**src/rtl/sss_n_id1_detector.sv**
```systemverilog
// SSS cell-ID group detector.
// Collects the 127 hard-decided BPSK bits of one SSS symbol, then scores all
// 336 N_id_1 candidates (one per clock) for the N_id_2 latched when the
// search started. It reports the best candidate, the full cell ID and the
// winning match count.
module sss_n_id1_detector #(
    parameter int SSS_LEN    = 127,
    parameter int N_ID_1_MAX = 335
) (
    input  logic       clk_i,
    input  logic       reset_ni,
    input  logic [1:0] N_id_2_i,
    input  logic       N_id_2_valid_i,
    input  logic       s_axis_in_tdata,
    input  logic       s_axis_in_tvalid,
    output logic [8:0] m_axis_out_tdata,
    output logic       m_axis_out_tvalid,
    output logic [9:0] N_id_o,
    output logic       N_id_valid_o,
    output logic [6:0] score_o
);

    // Builds a 127-bit m-sequence x(i+7) = x(i+tap) xor x(i), seeded 1,0,0,0,0,0,0.
    function automatic logic [126:0] gen_m_seq(input logic [2:0] tap);
        logic [126:0] x;
        x = 127'd0;
        x[0] = 1'b1;
        for (int i = 0; i < 120; i++) begin
            x[i + 7] = x[i + int'(tap)] ^ x[i];
        end
        return x;
    endfunction

    // Counts the ones in a 127-bit vector (result 0..127).
    function automatic logic [6:0] popcount127(input logic [126:0] v);
        logic [6:0] c;
        c = 7'd0;
        for (int i = 0; i < 127; i++) begin
            c = c + {6'd0, v[i]};
        end
        return c;
    endfunction

    localparam logic [126:0] X0_SEQ = gen_m_seq(3'd4);
    localparam logic [126:0] X1_SEQ = gen_m_seq(3'd1);
    localparam logic [6:0]   LAST_BIT_IDX = 7'(SSS_LEN - 1);
    localparam logic [8:0]   LAST_CAND    = 9'(N_ID_1_MAX);

    typedef enum logic [1:0] {
        ST_COLLECT = 2'd0,
        ST_SEARCH  = 2'd1,
        ST_DONE    = 2'd2
    } state_t;

    state_t         state_r;
    state_t         state_next_s;
    logic [126:0]   bits_r;
    logic [6:0]     bit_cnt_r;
    logic [1:0]     nid2_r;
    logic [1:0]     nid2_search_r;
    logic [8:0]     cand_r;
    logic [8:0]     best_k_r;
    logic [6:0]     best_score_r;

    logic [1:0]     grp_s;
    logic [8:0]     grp_base_s;
    logic [8:0]     m1_full_s;
    logic [6:0]     m1_s;
    logic [5:0]     m0_s;
    logic [253:0]   rot0_s;
    logic [253:0]   rot1_s;
    logic [126:0]   expected_s;
    logic [6:0]     score_s;
    logic [9:0]     n_id_s;

    // Candidate parameters m0/m1 and the score of the current candidate.
    always_comb begin
        grp_s      = 2'd0;
        grp_base_s = 9'd0;
        if (cand_r >= 9'd224) begin
            grp_s      = 2'd2;
            grp_base_s = 9'd224;
        end else if (cand_r >= 9'd112) begin
            grp_s      = 2'd1;
            grp_base_s = 9'd112;
        end else begin
            grp_s      = 2'd0;
            grp_base_s = 9'd0;
        end
        m1_full_s  = cand_r - grp_base_s;
        m1_s       = m1_full_s[6:0];
        m0_s       = ({4'd0, grp_s} * 6'd15) + ({4'd0, nid2_search_r} * 6'd5);
        // Rotating a doubled copy gives x((n+m) mod 127) at bit n.
        rot0_s     = {X0_SEQ, X0_SEQ} >> m0_s;
        rot1_s     = {X1_SEQ, X1_SEQ} >> m1_s;
        expected_s = ~(rot0_s[126:0] ^ rot1_s[126:0]);
        score_s    = popcount127(~(bits_r ^ expected_s));
        // N_id = 3*N_id_1 + N_id_2, built as k + 2k + N_id_2.
        n_id_s     = {1'b0, best_k_r} + {best_k_r, 1'b0} + {8'd0, nid2_search_r};
    end

    // State register.
    always_ff @(posedge clk_i or negedge reset_ni) begin
        if (!reset_ni) begin
            state_r <= ST_COLLECT;
        end else begin
            state_r <= state_next_s;
        end
    end

    // Next-state logic: collect 127 bits, sweep all candidates, report once.
    always_comb begin
        state_next_s = state_r;
        case (state_r)
            ST_COLLECT: begin
                if (s_axis_in_tvalid && (bit_cnt_r == LAST_BIT_IDX)) begin
                    state_next_s = ST_SEARCH;
                end else begin
                    state_next_s = ST_COLLECT;
                end
            end
            ST_SEARCH: begin
                if (cand_r == LAST_CAND) begin
                    state_next_s = ST_DONE;
                end else begin
                    state_next_s = ST_SEARCH;
                end
            end
            ST_DONE:  state_next_s = ST_COLLECT;
            default:  state_next_s = ST_COLLECT;
        endcase
    end

    // N_id_2 latch; the out-of-range value 3 is ignored.
    always_ff @(posedge clk_i or negedge reset_ni) begin
        if (!reset_ni) begin
            nid2_r <= 2'd0;
        end else if (N_id_2_valid_i && (N_id_2_i != 2'd3)) begin
            nid2_r <= N_id_2_i;
        end else begin
            nid2_r <= nid2_r;
        end
    end

    // Bit capture, candidate sweep with best tracking, and registered results.
    always_ff @(posedge clk_i or negedge reset_ni) begin
        if (!reset_ni) begin
            bits_r            <= 127'd0;
            bit_cnt_r         <= 7'd0;
            nid2_search_r     <= 2'd0;
            cand_r            <= 9'd0;
            best_k_r          <= 9'd0;
            best_score_r      <= 7'd0;
            m_axis_out_tdata  <= 9'd0;
            m_axis_out_tvalid <= 1'b0;
            N_id_o            <= 10'd0;
            N_id_valid_o      <= 1'b0;
            score_o           <= 7'd0;
        end else begin
            m_axis_out_tvalid <= 1'b0;
            N_id_valid_o      <= 1'b0;
            case (state_r)
                ST_COLLECT: begin
                    if (s_axis_in_tvalid) begin
                        bits_r[bit_cnt_r] <= s_axis_in_tdata;
                        if (bit_cnt_r == LAST_BIT_IDX) begin
                            bit_cnt_r     <= 7'd0;
                            cand_r        <= 9'd0;
                            nid2_search_r <= nid2_r;
                        end else begin
                            bit_cnt_r <= bit_cnt_r + 7'd1;
                        end
                    end
                end
                ST_SEARCH: begin
                    // Candidate 0 always seeds the best; later ones must beat it strictly.
                    if ((cand_r == 9'd0) || (score_s > best_score_r)) begin
                        best_k_r     <= cand_r;
                        best_score_r <= score_s;
                    end
                    if (cand_r != LAST_CAND) begin
                        cand_r <= cand_r + 9'd1;
                    end
                end
                ST_DONE: begin
                    m_axis_out_tdata  <= best_k_r;
                    N_id_o            <= n_id_s;
                    score_o           <= best_score_r;
                    m_axis_out_tvalid <= 1'b1;
                    N_id_valid_o      <= 1'b1;
                end
                default: begin
                    bit_cnt_r <= 7'd0;
                end
            endcase
        end
    end

endmodule

```
**config.mk**
```make
export PLATFORM = sky130hd
export DESIGN_NAME = sss_n_id1_detector
export DESIGN_NICKNAME = d
export VERILOG_FILES = /design/src/rtl/sss_n_id1_detector.sv
export SDC_FILE = /design/constraint.sdc
export NUM_CORES = 1
export LEC_CHECK = 0
export BUFFER_PORTS_ARGS = -buffer_cell sky130_fd_sc_hd__buf_4
export CAP_MARGIN = 20
export CORE_MARGIN = 8
export CORE_UTILIZATION = 30
export DETAILED_ROUTE_END_ITERATION = 16
export SLEW_MARGIN = 20
export SYNTH_ARGS = -nofsm -noshare
export SYNTH_HDL_FRONTEND = slang
export SYNTH_SLANG_ARGS = --single-unit
```
**constraint.sdc**
```tcl
create_clock -name clk_i -period 11.9 [get_ports clk_i]
set_input_delay 0.595 -clock clk_i [delete_from_list [all_inputs] [get_ports clk_i]]
set_output_delay 0.595 -clock clk_i [all_outputs]
set_load 0.02 [all_outputs]
```
== Word level (Yosys, flattened, before mapping) ==
Index checks and enable logic that the tools add are counted.
Storage, ports and cells
  register bits after elaboration: 192
Operators by class
  $add $sub $neg: 132
  multipliers: 2
  $lt $le $gt $ge: 5
  equality and inequality tests: 9
  shift-type cells: 2
  multiplexer cells: 18
  bitwise operators: 5
  reductions and logical operators: 13
Operators by type and width (count)
  adder 7 x 1 -> 7 bit: 120
  inverter 127 bit: 2
  right shift 254 x 7 -> 127 bit (first input constant): 1
  XOR 127 bit: 2
  right shift 251 x 6 -> 127 bit (first input constant): 1
  bitwise mux 127 bit: 1
  2-to-1 mux 7 bit: 4
  2-to-1 mux 9 bit: 3
  case mux 9 bit (2 select lines): 1
  case mux 7 bit (2 select lines): 1
  adder 10 x 2 -> 10 bit: 1
  adder 9 x 10 -> 10 bit: 1
  adder 9 x 1 -> 9 bit (second input constant): 1
  == test 9 bit (second input constant): 1
  >= comparator 9 x 7 -> 1 bit (second input constant): 1
  >= comparator 9 x 8 -> 1 bit (second input constant): 1
  logical NOT 9 bit: 1
  != test 9 bit (second input constant): 1
  less-than comparator 7 x 8 -> 1 bit (second input constant): 1
  != test 2 bit (second input constant): 4
  adder 6 x 1 -> 7 bit: 1
  adder 7 x 1 -> 7 bit (second input constant): 1
  demux 1 bit (select 7 bit): 1
  == test 7 bit (second input constant): 1
  25 further kinds: 33

== Depth between registers and ports, before layout ==
  depth in word-level cells: 139
  mapped depth: 50

== Worst setup path after synthesis ==
Ideal clock, no wire load.
  kind: flip-flop to flip-flop
  start point: register cand_r[6]
  end point: register best_k_r[0]
  arrival time: 11973 ps
  required time: 11775 ps
  setup slack: -198 ps
  cell stages (with the launch flop): 46
  path buffers: 7
  period minus slack after synthesis: 12098 ps
  path through: dfrtp_1 > buf_2 > a311o_1 > nor2b_1 > fa_1 > fa_1 > buf_2 > clkbuf_1 > buf_2 > buf_2 > buf_1 > a211oi_1 > a311oi_1 > mux2i_1 > xnor2_1 > fa_1 > inv_1 > fa_1 > [... 10 more ...] > inv_1 > fa_1 > fa_1 > inv_1 > fa_1 > nor2b_1 > o21ai_0 > a21oi_1 > o21a_1 > nor2_1 > xnor2_1 > ha_1 > nand3_1 > mux2_2 > o31ai_1 > a21oi_1 > buf_2 > mux2_2
On the way
  cells in the longest elaborated chain, start to end: 139
  elaborated cells on any way between the ends: 145
Ends and longest elaborated chain
  from (decl): RTL line 61  | logic [8:0] cand_r;
  from (signal assigned): RTL line 182  | cand_r <= cand_r + 9'd1;
  >= comparator 9 x 7 -> 1 bit: RTL line 83  | end else if (cand_r >= 9'd112) begin
  2-to-1 mux 1 bit: RTL line 83
  2-to-1 mux 2 bit: RTL line 80  | if (cand_r >= 9'd224) begin
  multiplier 2 x 4 -> 6 bit: RTL line 92  | m0_s = ({4'd0, grp_s} * 6'd15) + ({4'd0, nid2_search_r} * 6'd5);
  adder 6 x 5 -> 6 bit: RTL line 92
  right shift 251 x 6 -> 127 bit: RTL line 94  | rot0_s = {X0_SEQ, X0_SEQ} >> m0_s;
  XOR 127 bit *: RTL line 96  | expected_s = ~(rot0_s[126:0] ^ rot1_s[126:0]);
  inverter 127 bit *: RTL line 96
  [... 6 more ...]
  adder 5 x 1 -> 6 bit: RTL line 39  | c = c + {6'd0, v[i]};
  adder 6 x 1 -> 7 bit: RTL line 39
  adder 7 x 1 -> 7 bit (119 in series): RTL line 39
  adder 7 x 1 -> 7 bit *: RTL line 39
  via score_s[6]: RTL line 73  | logic [6:0] score_s;
  > comparator 7 bit *: RTL line 177  | if ((cand_r == 9'd0) || (score_s > best_score_r)) begin
  logical OR 1 bit *: RTL line 177
  AND reduction 2 bit (no line) *
  to (signal assigned): RTL line 178  | best_k_r <= cand_r;
  to (decl): RTL line 62  | logic [8:0] best_k_r;
The timed path passes the listed nets; every way through them passes the cells marked *.
A chain may end at the register's enable or synchronous reset.

== Worst setup path in the final report ==
  start point: register cand_r[5]
  end point: register best_score_r[0]
On the way
  cells in the longest elaborated chain, start to end: 139
  elaborated cells on any way between the ends: 145
Ends and longest elaborated chain
  >= comparator 9 x 7 -> 1 bit: RTL line 83
  2-to-1 mux 1 bit: RTL line 83
  2-to-1 mux 2 bit: RTL line 80
  multiplier 2 x 4 -> 6 bit: RTL line 92
  adder 6 x 5 -> 6 bit: RTL line 92
  right shift 251 x 6 -> 127 bit: RTL line 94
  XOR 127 bit *: RTL line 96
  inverter 127 bit *: RTL line 96
  [... 6 more ...]
  adder 5 x 1 -> 6 bit: RTL line 39
  adder 6 x 1 -> 7 bit: RTL line 39
  adder 7 x 1 -> 7 bit (119 in series): RTL line 39
  adder 7 x 1 -> 7 bit *: RTL line 39
  via score_s[6]: RTL line 73
  > comparator 7 bit *: RTL line 177
  logical OR 1 bit *: RTL line 177
  AND reduction 2 bit (no line) *
  to (signal assigned): RTL line 179  | best_score_r <= score_s;
  to (decl): RTL line 63  | logic [6:0] best_score_r;
Marked as above.

==> results.yml <==
detailed_routing:
  wirelength_um: 141000
  dr.first_iter.drc_count: 3653
  via_per_inst: 5.64
  ant_nets: 0
  wire_per_inst_um: 27.1
  drc: 0
  drtPass1Iterations: 6
  vias: 29400
synth:
  synth_area_um2: 28200
  async_flop_share_pct: 100
  synth_flop_cell: "dfrtp_1"
  ys_ff_latch: 192
  netlist.area_leader.share_pct: 17.1
  yosys-top-cells-count: "346 x mux2i_1, 276 x nand2_1, 266 x nor2_1, 229 x mux2_2, 202 x xnor2_1"
  synthesis.nets: 3494
  postSynthCellCount: 3270
  syn_avg_cell_area_um2: 8.61
  synthTopCellsByArea: "dfrtp_1 17%, mux2i_1 12%, mux2_2 9.2%"
  yosys.area.top_type: "dfrtp_1"
  synthMostInstantiatedCell: "mux2i_1"
  synth-edff-count: 0
  yosys_warnings: 0
  synth-seq-area-share_pct: 17.1
  yosysUniqueCellTypes: 81
timing:
  finalHoldViolCount: 0
  relSlewSlack_pct: 30.1
  max_freq_ghz: 0.0810
  timing.final.max_slew_violations: 0
  setup_viol: 16
  fin_skew_ps: 25.5
  setup_tns_ps: -6530
  fin_crit_ps: 12340
  layout_setup_ws_ps: -442
  worst_pin_slew_ps: 1040
  period_share_pct: 104
  rsz0062_at_grt: "true"
cells_and_area:
  register_area_um2: 4810
  multi_input_area_um2: 23100
  layout-drive-gt1-share_pct: 38.7
  nNetsFinal: 4165
  area_delta_synth_final_pct: 37.2
  nFillCells: 9243
  final_util_pct: 41.4
outcome:
  status: "finished, violations left"
  violations: "setup timing"
pwr:
  switchingPower_mw: 0.331
  vdd_ir_drop_max_mv: 0.122
  pwr-share-comb_pct: 1.8
  power_frac_seq_pct: 50.6
  power.internal_mw: 0.961
  p_sw_share_pct: 25.6
  clkPwrFrac_pct: 47.6
  power_density_nw_per_um2: 33.4
  p_total_mw: 1.29
  p_leak_nw: 17.6
placed_design:
  dpl_worst_slack_ps: -903
  placement.io_buffers: 34
  place_congestion: 1.06
  dp_hpwl_um: 115000
worst_hold_path:
  hp-class: "primary input to asynchronous set/reset pin"
floorplan:
  die_w_um: 322
  placementRows: 112
  core_um2: 93200
  die_height_um: 322
  initial_core_util_pct: 30.2
  io_pins: 35
  design.die.area_um2: 104000
setup_path:
  cp_max_fo: 8
  rr_worst_depth: 46
  cpMaxStageDelayCell: "fa_4"
  critical_path_required_ps: 12260
  path_common_cell: "fa_1"
  arrival_ps: 12700
  endpoint_kind: "flop"
  start_kind: "flop"
  slowest_delay_ps: 1020
  path_class: "flop to flop"
global_routing:
  grt_overflow: 0
  grt_usage_pct: 26.0
  grt_pass1_wl_um: 200000
  antenna_found_initial: 2
  grt_pass1_vias: 28500
  grt_max_degree: 99
clock_tree:
  ctsHoldBuffers: 0
  path_clk_slew_ps: 90
  htreeDepth: 4
  clock_path_buffers: 2
  root_buffer: "clkbuf_16"
  cts.sinks: 192
  cts_tree: "built"
  numCtsBuffers: 17
  clk_latency_ps: 470
job:
  drv_cap: 0
-- worst max-delay path, delay by kind of cell, from the launching register on --
kind | cells | cell delay [ps]
buf+inv | 12 | 1260
simple gates | 4 | 460
compound gates | 9 | 1570
flops | 1 | 420
xor+xnor | 3 | 440
fa+ha+maj | 15 | 7390
mux | 3 | 650
-- cells by family (layout without fill, tap and decap cells) --
logic type	after synthesis	after routing	synth area share [%]
AOI/OAI and AO/OA	707	707	16.9
and+or+nand+nor	815	815	13.0
xor gates and xnor gates	282	282	8.83
DFF	192	192	17.1
muxes	616	616	24.6
buffers and inverters	441	1125	6.69
adders and majority gates	217	217	12.8
other	0	2	0
-- path summary, 6_finish.rpt --
check / startpoint / endpoint / slack [ps]
worst max-delay path: cand_r[5]$_DFFE_PN0P_ / best_score_r[0]$_DFFE_PN0P_ / -440
worst min-delay path: reset_ni / nid2_search_r[0]$_DFFE_PN0P_ / 80
worst max register to register: cand_r[5]$_DFFE_PN0P_ / best_score_r[0]$_DFFE_PN0P_ / -440
worst min register to register: nid2_r[0]$_DFFE_PN0P_ / nid2_r[0]$_DFFE_PN0P_ / 520
max in group asynchronous: reset_ni / bits_r[66]$_DFFE_PN0P_ / 9590
min in group clk_i: N_id_2_i[0] / nid2_r[0]$_DFFE_PN0P_ / 370
-- layout make-up --
class	instances	share of cell area, %
clock buffers	18	1.11
repair buffers	937	20.6
well taps	1254	4.06
flip-flops and latches	192	12.5
inverters	156	1.53
clock inverters	14	0.483
multi-input cells	2637	59.7
diodes	2	0.0130
-- stage by stage --
step / cell area (um2) / std cells / hold WS (ps)
global route: 38600 / 5208 / 118
global placement: 35700 / 5111 / 494
detailed placement: 35700 / 5111 / 499
finish: 38600 / 5210 / 83.8
floorplan: 28200 / 3270 / 299
CTS: 36900 / 5156 / 100
-- power groups by stage --
stage / clock network [mW] / registers (mW) / logic (mW)
6_report: 0.615 / 0.653 / 0.0234
5_1_grt: 0.646 / 0.653 / 0.0263
4_1_cts: 0.623 / 0.653 / 0.0238
3_5_place_dp: 0 / 0.666 / 0.0237
3_3_place_gp: 0 / 0.666 / 0.0236
2_1_floorplan: 0 / 0.666 / 0.00592
-- sequential cells by signal, summed over array words and instances, names as in the netlist --
| name | cells |
|---|---|
| nid2_r | 2 |
| cand_r | 9 |
| bit_cnt_r | 7 |
| score_o | 7 |
| state_r | 2 |
| m_axis_out_tdata | 9 |
| best_k_r | 9 |
| N_id_valid_o | 1 |
| nid2_search_r | 2 |
| N_id_o | 10 |
| bits_r | 127 |
| best_score_r | 7 |
-- placed cells by master (no fill, tap or decap), drive strengths merged, types with 45 or more instances in the layout --
cell	n
xor2	79
xnor2	203
dfrtp	192
nor2	266
nand2	276
fa	120
buf	930
nand3	45
o21ai	137
nor2b	60
a21oi	192
mux2	231
mux2i	347
ha	97
inv	161
-- routing by layer --
layer,vias to the layer above,part of all wire [%],wire length [um],GRT usage (%)
met5,-,0.012,17,0
met4,2,3.8,5350,7.92
met1,14500,42,59100,35.4
met3,289,11,15100,6.30
li1,13000,-,-,-
met2,1643,44,61800,40.6
-- what timing repair did --
item,CTS,global route
setup buffers,11,53
pin swaps,31,63
gates cloned,2,6
endpoints found under the setup margin,16,16
gates resized for setup,88,270
Note: power is estimated with default switching activity, not from simulation.
